### src/rtl/m16_bank_fill_sched.sv
// Write-side scheduler for the M16 double-buffered sample memory: round-robin
// arbitration of sample channels into the bank the serializer is not reading.
module m16_bank_fill_sched #(
  parameter int NCH = 4,
  parameter int AW  = 7,
  parameter int DW  = 12
) (
  input  logic              clk,
  input  logic              reset,
  input  logic              iSwitch,
  input  logic [NCH-1:0]    iReq,
  input  logic [NCH*DW-1:0] iData,
  output logic [NCH-1:0]    oGnt,
  output logic              oWrEn,
  output logic [AW:0]       oWrAddr,
  output logic [DW-1:0]     oWrData,
  output logic              oFull,
  output logic              oUnderrun,
  output logic [7:0]        oUnderCnt,
  output logic [AW:0]       oFillLevel
);

  localparam int          CW    = (NCH > 1) ? $clog2(NCH) : 1;
  localparam logic [AW:0] DEPTH = {1'b1, {AW{1'b0}}};

  typedef enum logic [1:0] {ST_SYNC, ST_FILL, ST_FULL} state_t;

  state_t            r_state;
  logic              r_sw_prev;
  logic [AW:0]       r_wr_ptr;
  logic [CW-1:0]     r_rr_last;
  logic [NCH-1:0]    r_gnt;
  logic              r_wr_en;
  logic [AW:0]       r_wr_addr;
  logic [DW-1:0]     r_wr_data;
  logic              r_full;
  logic              r_underrun;
  logic [7:0]        r_under_cnt;

  logic              w_sw_edge;
  logic [NCH-1:0]    w_elig;
  logic              w_found;
  logic [CW-1:0]     w_winner;
  logic [NCH-1:0]    w_onehot;
  logic [DW-1:0]     w_ch_data [NCH];

  assign w_sw_edge = (iSwitch != r_sw_prev);
  // The current grant holder is masked so a held request is not granted twice.
  assign w_elig    = iReq & ~r_gnt;

  generate
    for (genvar gi = 0; gi < NCH; gi++) begin : g_ch
      assign w_ch_data[gi] = iData[gi*DW +: DW];
      assign w_onehot[gi]  = (w_winner == CW'(gi));
    end
  endgenerate

  always_comb begin
    w_found  = 1'b0;
    w_winner = '0;
    for (int i = 1; i <= NCH; i++) begin
      if (!w_found && w_elig[CW'((int'(r_rr_last) + i) % NCH)]) begin
        w_found  = 1'b1;
        w_winner = CW'((int'(r_rr_last) + i) % NCH);
      end
    end
  end

  always_ff @(posedge clk or negedge reset) begin
    if (!reset) begin
      r_state     <= ST_SYNC;
      r_sw_prev   <= 1'b0;
      r_wr_ptr    <= '0;
      r_rr_last   <= CW'(NCH - 1);
      r_gnt       <= '0;
      r_wr_en     <= 1'b0;
      r_wr_addr   <= '0;
      r_wr_data   <= '0;
      r_full      <= 1'b0;
      r_underrun  <= 1'b0;
      r_under_cnt <= '0;
    end else begin
      r_sw_prev  <= iSwitch;
      r_gnt      <= '0;
      r_wr_en    <= 1'b0;
      r_underrun <= 1'b0;
      case (r_state)
        ST_SYNC: begin
          if (w_sw_edge) begin
            r_state  <= ST_FILL;
            r_wr_ptr <= '0;
            r_full   <= 1'b0;
          end
        end
        ST_FILL, ST_FULL: begin
          // A bank toggle beats any pending request in the same cycle.
          if (w_sw_edge) begin
            if (r_wr_ptr < DEPTH) begin
              r_underrun <= 1'b1;
              if (r_under_cnt != 8'hFF) r_under_cnt <= r_under_cnt + 8'd1;
            end
            r_wr_ptr <= '0;
            r_full   <= 1'b0;
            r_state  <= ST_FILL;
          end else if (r_state == ST_FILL && w_found) begin
            r_gnt     <= w_onehot;
            r_wr_en   <= 1'b1;
            r_wr_addr <= {~iSwitch, r_wr_ptr[AW-1:0]};
            r_wr_data <= w_ch_data[w_winner];
            r_wr_ptr  <= r_wr_ptr + 1'b1;
            r_rr_last <= w_winner;
            if (r_wr_ptr == DEPTH - 1'b1) begin
              r_state <= ST_FULL;
              r_full  <= 1'b1;
            end
          end
        end
        default: r_state <= ST_SYNC;
      endcase
    end
  end

  assign oGnt       = r_gnt;
  assign oWrEn      = r_wr_en;
  assign oWrAddr    = r_wr_addr;
  assign oWrData    = r_wr_data;
  assign oFull      = r_full;
  assign oUnderrun  = r_underrun;
  assign oUnderCnt  = r_under_cnt;
  assign oFillLevel = r_wr_ptr;

endmodule

### config.mk
export PLATFORM = sky130hd
export DESIGN_NAME = m16_bank_fill_sched
export DESIGN_NICKNAME = d
export VERILOG_FILES = /design/src/rtl/m16_bank_fill_sched.sv
export SDC_FILE = /design/constraint.sdc
export NUM_CORES = 1
export LEC_CHECK = 0
export CAP_MARGIN = 30
export CORE_ASPECT_RATIO = 1.75
export CORE_MARGIN = 2
export CORE_UTILIZATION = 35
export DETAILED_ROUTE_END_ITERATION = 16
export HOLD_SLACK_MARGIN = 0.08
export PLACE_DENSITY = 0.66
export SLEW_MARGIN = 20
export SYNTH_ARGS = -nofsm -noshare
export SYNTH_HDL_FRONTEND = slang
export SYNTH_SLANG_ARGS = --single-unit
export TNS_END_PERCENT = 1
### constraint.sdc
create_clock -name clk -period 2.9 [get_ports clk]
set_clock_uncertainty 0.1 [all_clocks]
set_input_delay 0.29 -clock clk [delete_from_list [all_inputs] [get_ports clk]]
set_output_delay 0.29 -clock clk [all_outputs]
set_load 0.05 [all_outputs]
==> results.sh <==
export IMPL_grt_first_pass_wirelength_um=10700
export IMPL_clock_fmax_ghz=0.450
export IMPL_synth_edf_count=0
export IMPL_syn_area_per_cell_um2=11.3
export IMPL_globalRouteMet1Util_pct=19.8
export IMPL_n_antenna_cell=0
export IMPL_wl_per_cell_um=15.3
export IMPL_clockRootBuffer="clkbuf_16"
export IMPL_synth_nets=290
export IMPL_worstSetupEndpointType="flip-flop"
export IMPL_hp_class="reg -> reg"
export IMPL_cellPowerDensity_mw_per_mm2=927
export IMPL_ys_top_cells_by_count="dfrtp_1, nand2_1, mux2i_1"
export IMPL_use_met2_pct=27.9
export IMPL_ys_flop_type="dfrtp_1"
export IMPL_worstSetupPathType="in -> reg"
export IMPL_cap_violations=0
export IMPL_die_w_um=69.1
export IMPL_num_rows=41
export IMPL_cts_buffers=5
export IMPL_synth_top_cell_by_area="dfrtp_1"
export IMPL_synthCells=230
export IMPL_area_growth_synth_to_final_pct=46.4
export IMPL_vias=2079
export IMPL_setup_viol=0
export IMPL_yosys_top_cells_area="dfrtp_1, mux2i_1, nand2_1, o221ai_2, xor2_1"
export IMPL_start_util_pct=36.1
export IMPL_path_clk_slew_ps=60
export IMPL_slew_headroom_pct=64.7
export IMPL_nets=389
export IMPL_final_period_utilization_pct=76.6
export IMPL_post_dp_hpwl_um=4820
export IMPL_die_area_mm2=0.00814
export IMPL_ff2ff_path_depth=7
export IMPL_overflow=0
export IMPL_antenna_found_initial=0
export IMPL_required_ps=2950
export IMPL_htree_levels=2
export IMPL_grt_met3_usage_pct=3.77
export IMPL_first_global_vias=2047
export IMPL_cts_sinks=48
export IMPL_cts_setup_buffers=0
export IMPL_ant_nets=0
export IMPL_yosysTopAreaCellShare_pct=44.4
export IMPL_status="complete, no violations"
export IMPL_dpl_instance_area_mm2=0.00364
export IMPL_io_buffer_count=97
export IMPL_num_fill_cells=675
export IMPL_grt_max_degree=30
export IMPL_cp_max_fo=23
export IMPL_p_leak_nw=1.70
export IMPL_place_gp_congestion=0.784
export IMPL_worstPathArrival_ps=2270
export IMPL_tightestPinTransition_ps=528
export IMPL_yosysSeqAreaShare_pct=46.4
export IMPL_finalHoldViolations=0
export IMPL_drv_slew=0
export IMPL_grt_setup_unrepaired="no"
export IMPL_ios=98
export IMPL_fin_setup_tns_ps=0
export IMPL_die_y_um=118
export IMPL_final_min_clock_period_ps=2220
export IMPL_worstSetupStartpointType="primary input"
export IMPL_ctsResizeCount=0
export IMPL_yosys_cell_count_top_type="dfrtp_1"
export IMPL_top_usage_layer="met2"
export IMPL_dr_pass1_iters=4
export IMPL_hold_buffers=1
export IMPL_synth_cell_types=53
export IMPL_drc=0
export IMPL_cts_buffer_depth=2
export IMPL_layout_drive_gt1_share_pct=10.6
export IMPL_ir_drop_mv=0.435
export IMPL_coreArea_mm2=0.00718
export IMPL_fin_util_pct=52.9
export IMPL_final_cell_area_mm2=0.00380
export IMPL_drtIter0Drc=95
export IMPL_insertion_delay_ps=280
export IMPL_grt_usage_pct=16.0
export IMPL_holdPathStages=2
export IMPL_synth_seq_cells=48
export IMPL_syn_cell_area_mm2=0.00259
export IMPL_yosys_warnings=0
export IMPL_post_drt_via_cell_ratio=5.00
export IMPL_synthArstFlopShare_pct=100
export IMPL_wl_um=6360
export IMPL_tritoncts="yes"
==> flip-flops by register name (all words and copies together), names as in the netlist <==
register	cells
r_state	2
oWrEn	1
r_rr_last	2
oWrData	12
oUnderrun	1
oUnderCnt	8
oWrAddr	8
r_sw_prev	1
oGnt	4
oFillLevel	8
oFull	1
==> metrics by stage <==
step	worst slack [ps]	cells	power, mW	hold WS, ps
5_1_grt	543	416	3.72	414
2_1_floorplan	775	230	2.40	-106
3_5_place_dp	361	407	2.97	193
4_1_cts	659	416	3.56	381
3_3_place_gp	418	406	2.94	361
6_report	678	416	3.52	376
==> kinds of logic (layout without fill, tap and decap cells) <==
kind of cell,Yosys count,in the layout,share of synthesized area [%]
xor gates and xnor gates,13,13,4.68
and+or+nand+nor,88,88,17.1
AOI/OAI and AO/OA,37,37,15.7
muxes,25,25,9.70
DFF,48,48,46.4
buffers and inverters,14,114,3.96
adders and majority gates,5,5,2.41
==> worst max-delay path, cell delays in order <==
cell and delay (ps):
clkdlybuf4s50_1 460, nor2b_4 160, o41a_4 550, nand3_4 290
inv_4 160, nand2_4 220, o221ai_1 130
==> cells in the final DEF, fill, tap and decap left out, types with 2 or more instances in the layout <==
cell type        count
inv_1                5
clkbuf_16            5
and3_1               4
and2_1               2
o2111ai_1            2
nor2_1              16
nor2b_1              2
nand2_1             45
xor2_1               8
o221ai_1             5
mux2i_1             24
nand4_1              3
clkbuf_1             2
ha_1                 5
xnor2_1              4
o221ai_2             9
dfstp_2              2
or2_1                2
buf_12               2
o21ai_1              5
clkdlybuf4s50_1     96
dfrtp_1             46
nand3_1              3
==> final timing paths <==
| path | slack, ps | from | to |
|---|---|---|---|
| max reg2reg | 750 | r_state[0] | oFillLevel[7] |
| min in group asynchronous | 410 | reset | oFillLevel[5] |
| max | 680 | iReq[1] | oWrData[7] |
| min reg2reg | 380 | oWrAddr[0] | oWrAddr[0] |
| max in group asynchronous | 1690 | reset | r_rr_last[1] |
| min | 380 | oWrAddr[0] | oWrAddr[0] |
==> per-layer routing <==
layer	vias up	wire, µm
li1	1024	-
met2	78	3240
met3	6	394
met4	0	68
met5	-	0
met1	971	2660
==> area by class of cell <==
| type | count | area (µm²) | share of cell area, % |
|---|---|---|---|
| multi-input combinational | 168 | 1300 | 34.2 |
| clock buffer | 8 | 146 | 3.86 |
| tap | 86 | 108 | 2.83 |
| timing repair buffer | 100 | 1020 | 26.8 |
| inverter | 6 | 25.0 | 0.659 |
| sequential | 48 | 1200 | 31.7 |
==> power by group <==
part	switching, mW	internal [mW]
sequential	0.149	0.862
combinational	1.19	0.739
clock	0.236	0.344
total	1.57	1.95
No activity file was read; power rests on OpenSTA's default activity.
==> RTL edit 1: new RTL, config.mk and constraints unchanged <==
The 3 states of `state_t` get a one-hot encoding in 3 bits.
--- a/src/rtl/m16_bank_fill_sched.sv
+++ b/src/rtl/m16_bank_fill_sched.sv
@@ -23,7 +23,7 @@
   localparam int          CW    = (NCH > 1) ? $clog2(NCH) : 1;
   localparam logic [AW:0] DEPTH = {1'b1, {AW{1'b0}}};
 
-  typedef enum logic [1:0] {ST_SYNC, ST_FILL, ST_FULL} state_t;
+  typedef enum logic [2:0] {ST_SYNC = 3'b001, ST_FILL = 3'b010, ST_FULL = 3'b100} state_t;
 
   state_t            r_state;
   logic              r_sw_prev;
Behaviour: no difference found for any inputs over 4 cycles, from zero or initial values and one cycle with reset low; so few cycles prove little.
==> RTL edit 1 against the original RTL <==
  * Area after synthesis rose by 3.8%
  * Design area rose by 3.6%
  * Clock power rose by 16%
  * Hold slack got worse by 0.10 ns
  * Combinational power fell by 11%
  * Critical endpoint is now oFillLevel[2]
  * Sequential cell count rose by 1
  * Via count rose by 8.1%
  * Largest power group unchanged
  * Fmax rose by 0.95%
  * Setup slack improved by 0.021 ns
  * Power fell by 2.2%
  * Register-to-register slack improved by 0.09 ns
  * Routed wire length rose by 7.5%
==> RTL edit 1: results (changes against the original RTL) <==
Worst setup path
  • CP top delay family: buffers and inverters
  • Worst r2r src: oGnt[3]
  • Slowest CP cell: clkdlybuf4s50_1
  • Arrival time at the worst endpoint: 2.31 ns (+0.04 ns)
  • Reg2reg setup slack: 0.84 ns (+0.09 ns)
  • Reg-to-reg endpoint: oWrData[10]
  • Largest stage delay on the critical path: 0.58 ns (+0.03 ns)
  • Register-to-Register Path Depth: 6 (-1)
  • Worst-path maximum fanout: 8 (-65%)

Detailed routing
  • Routed met1 length: 2.55 mm (-4.4%)
  • WL final: 6.83 mm (+7.5%)
  • DR top layer: met4
  • Drt wl/cell: 15.5 um (+1.4%)
  • Vias/cell: 5.10 (+2.0%)
  • WL met2: 3.92 mm (+21%)
  • Initial DRC count: 153 (+61%)
  • Routed wl met3: 219 um (-44%)

Cells and area
  • Layout cells sized above 1: 12.2% (+1.6 points)
  • Final #Nets: 409 (+5.1%)
  • # diodes: 0 (unchanged)
  • Reg area: 1230 um2 (+2.2%)
  • Fill count: 708 (+4.9%)

GRT
  • All-layer global routing usage: 16.9% (+0.88 points)
  • Pin count of the biggest net entering global routing: 39 (+30%)
  • Initial antenna violation count: 0 (unchanged)
  • Vias in the first global route: 2281 (+11%)
  • First-pass GRT wire length: 11.3 mm (+5.9%)

Placed design
  • Post-DP HPWL: 5.27 mm (+9.4%)
  • Gpl congestion: 0.765 (-2.4%)
  • Placed cell count: 431 (+5.9%)
  • Place WS: 0.417 ns (+0.0558 ns)
  • Post-Place Cell Area: 3730 um2 (+2.5%)

STA
  • Measured slew at the worst slew-check pin: 0.558 ns (+0.0309 ns)
  • Fin Hold WS: 0.272 ns (-0.105 ns)

Yosys
  • Post-Synth Adder-Cell Area: 0.930% (-1.5 points)
  • Mapped Cells: 253 (+10%)
  • Compound-Gate Fraction of Synth Area: 14.5% (-1.2 points)
  • Synth area leaders: dfrtp_1 43%, mux2i_1 11%, nand2_1 6.1%, o221ai_2 5.0%, dfstp_2 2.9%
  • Register area share after synthesis: 45.7% (-0.71 points)
  • Yosys warns: 0 (unchanged)
  • Dominant cell type by area after synthesis: dfrtp_1
  • Mux cell area share after synthesis: 11.2% (+1.5 points)
  • Syn_nets: 310 (+6.9%)
  • Synth Area in XOR/XNOR: 3.53% (-1.1 points)
  • Commonest cells in the netlist: 46 x dfrtp_1, 44 x nand2_1, 29 x mux2i_1

Pwr
  • Leakage power: 0.00173 uW (+1.7%)
  • Peak VDD IR: 0.000473 V (+8.7%)
  • P_int: 1980 uW (+2.0%)
  • Register share of total power: 30.5% (+1.8 points)
  • PwrDens: 875 nW/um2 (-5.6%)
  • Clk. pwr: 671 uW (+16%)

Outcome
  • Status: finished, final reports clean

Worst hold path
  • Hold Path Class: input pin to asynchronous set/reset pin

Clocking
  • Root Driver: clkbuf_16
  • Clk Latency, worst-skew pair: 0.28 ns (about the same)
  • Clock-pin slew of the registers on the worst-case setup and hold paths: 0.06 ns (about the same)
## RTL edit 1: layout make-up
class | instances | area share [%]
Sequential cell | 49 | 31.3
Clock buffer | 7 | 3.63
Inverter | 6 | 0.636
Clock inverter | 1 | 0.763
Multi-Input combinational cell | 185 | 34.2
Timing Repair Buffer | 105 | 26.7
Tap cell | 88 | 2.80
## RTL edit 1: worst max path at each step
stage	start	endpoint	slack, ns
floorplan	oGnt[3]	oWrData[1]	0.77
global placement	iSwitch	oFillLevel[2]	0.45
detailed placement	iSwitch	oFillLevel[2]	0.42
CTS	iSwitch	oFillLevel[2]	0.70
global route	iSwitch	oFillLevel[2]	0.56
finish	iSwitch	oFillLevel[2]	0.70
## RTL edit 1: repair_timing
item                                   4_1_cts  5_1_grt
hold buffers                                 1        0
setup buffers                                0        0
endpoints found under the hold margin       33        0
## RTL edit 1: per-layer routing
metal / track usage (%) / vias up
li1: - / 1104
met1: 18.7 / 1078
met2: 31.7 / 55
met3: 2.77 / 11
met4: 5.89 / 0
met5: 0 / -
==> RTL edit 2: new RTL, config.mk and constraints unchanged <==
Made on the original files. The parameter `NCH` goes from 4 to 2.
--- a/src/rtl/m16_bank_fill_sched.sv
+++ b/src/rtl/m16_bank_fill_sched.sv
@@ -1,7 +1,7 @@
 // Write-side scheduler for the M16 double-buffered sample memory: round-robin
 // arbitration of sample channels into the bank the serializer is not reading.
 module m16_bank_fill_sched #(
-  parameter int NCH = 4,
+  parameter int NCH = 2,
   parameter int AW  = 7,
   parameter int DW  = 12
 ) (
Ports: changed (resized iData, iReq and oGnt); port bits go from 98 to 70. The function was not compared with the original's and may differ.
==> RTL edit 2 against the original RTL <==
  * Register-to-register slack gained 0.097 ns
  * Setup slack better by 0.17 ns
  * Cell count shrank 20%
  * Power down 28%
  * Routed wire length decreased by 35%
  * Critical path depth down 1
  * Area after synthesis down 20%
  * Design area down 22%
  * Via count shrank 24%
  * Sequential cell count fell by 3
  * Global-route usage decreased by 2.2 points
  * Highest routed layer unchanged
==> RTL edit 2: results (changes against the original RTL) <==
Placed design
  • Gpl congestion: 0.781 (-0.28%)
  • Post-Place Cell Area: 2860 um2 (-22%)
  • Port bufs: 68 (-30%)
  • Post-DP HPWL: 3.18 mm (-34%)

Cells and area
  • Fill count: 552 (-18%)
  • Final #Nets: 286 (-26%)
  • Layout cells sized above 1: 11.9% (+1.3 points)

Yosys
  • Library cells used by synthesis: 46 (-13%)
  • Syn_nets: 214 (-26%)
  • Yosys warns: 0 (unchanged)
  • Commonest cells in the netlist: 44 x dfrtp_1, 21 x nand2_1, 18 x o21ai_0
  • Synth area leaders: dfrtp_1 53%, mux2i_1 5.8%, o21ai_0 4.3%, nand2_1 3.8%, mux2_2 3.2%

Clocking
  • Root Driver: clkbuf_8
  • Hold_buf cts: 1 (unchanged)
  • Clock-pin slew of the registers on the worst-case setup and hold paths: 0.08 ns (+0.02 ns)
  • Post-CTS Resized: 0 (unchanged)

Pwr
  • Leakage power: 0.00129 uW (-24%)
  • Peak VDD IR: 0.000432 V (-0.82%)

GRT
  • First-pass GRT wire length: 7.20 mm (-33%)
  • Initial antenna violation count: 0 (unchanged)
  • Pin count of the biggest net entering global routing: 32 (+6.7%)
  • Vias in the first global route: 1580 (-23%)
  • All-layer global routing usage: 13.8% (-2.2 points)

Detailed routing
  • Routed wl met3: 233 um (-41%)
  • Vias/cell: 4.79 (-4.2%)
  • WL final: 4.14 mm (-35%)
  • WL met2: 2.27 mm (-30%)
  • Routed met1 length: 1.55 mm (-42%)

Outcome
  • Status: finished, final reports clean

STA
  • Measured slew at the worst slew-check pin: 0.517 ns (-0.0107 ns)

Worst setup path
  • Arrival time at the worst endpoint: 2.12 ns (-0.15 ns)

Worst hold path
  • Hold Path Class: input pin to asynchronous set/reset pin
[RTL edit 2: worst max-delay path, stage by stage (launching register included)]
cell     delay [ns]
dfrtp_1        0.41
inv_1          0.06
ha_1           0.39
nor2b_1        0.18
nor3b_2        0.27
and3_1         0.20
mux2_1         0.32
[RTL edit 2: cell type report]
class	count	area (um2)	area share [%]
clock buffer	7	86.3	2.92
clock inverter	1	7.51	0.254
sequential	45	1130	38.1
multi-input combinational	125	913	30.9
tap	78	97.6	3.30
inverter	4	15.0	0.507
timing repair buffer	71	713	24.1
[RTL edit 2: worst paths after layout]
| path | from | endpoint | cells past startpoint | slack (ns) |
|---|---|---|---|---|
| max | r_state[0] | oUnderCnt[7] | 6 | 0.85 |
| min | reset | oUnderCnt[2] | 2 | 0.33 |
| max reg2reg | r_state[0] | oUnderCnt[7] | 6 | 0.85 |
| min reg2reg | oWrData[0] | oWrData[0] | 2 | 0.38 |
| max in group asynchronous | reset | r_rr_last | 3 | 1.83 |
| min in group clk | oWrData[0] | oWrData[0] | 2 | 0.38 |
[RTL edit 2: cells by family after synthesis]
| logic type | share of synthesized area [%] |
|---|---|
| buf+inv | 2.16 |
| xor+xnor | 4.50 |
| compound gates | 10.1 |
| mux | 11.3 |
| fa+ha+maj | 3.00 |
| flops | 54.0 |
| simple gates | 14.8 |
[RTL edit 2: per-layer routing]
| metal | vias to the layer above | global-route usage (%) |
|---|---|---|
| met4 | 0 | 6.67 |
| met1 | 748 | 14.2 |
| met3 | 6 | 2.96 |
| met2 | 51 | 26.2 |
| met5 | - | 0 |
| li1 | 780 | - |
[RTL edit 2: power by group]
| group | switching (uW) | internal, uW | total, uW |
|---|---|---|---|
| clock | 199 | 194 | 393 |
| combinational | 734 | 445 | 1180 |
| sequential | 165 | 784 | 949 |
[RTL edit 2: metrics by stage]
stage	std cells	util (%)	total power, uW	hold WS, ns	setup WS, ns
6_report	331	50.8	2520	0.333	0.847
5_1_grt	331	50.8	2670	0.355	0.705
4_1_cts	331	50.8	2560	0.337	0.833
3_5_place_dp	322	49.0	2150	0.116	0.705
3_3_place_gp	321	48.6	2130	0.360	0.728
2_1_floorplan	180	-	1740	-0.106	1.03
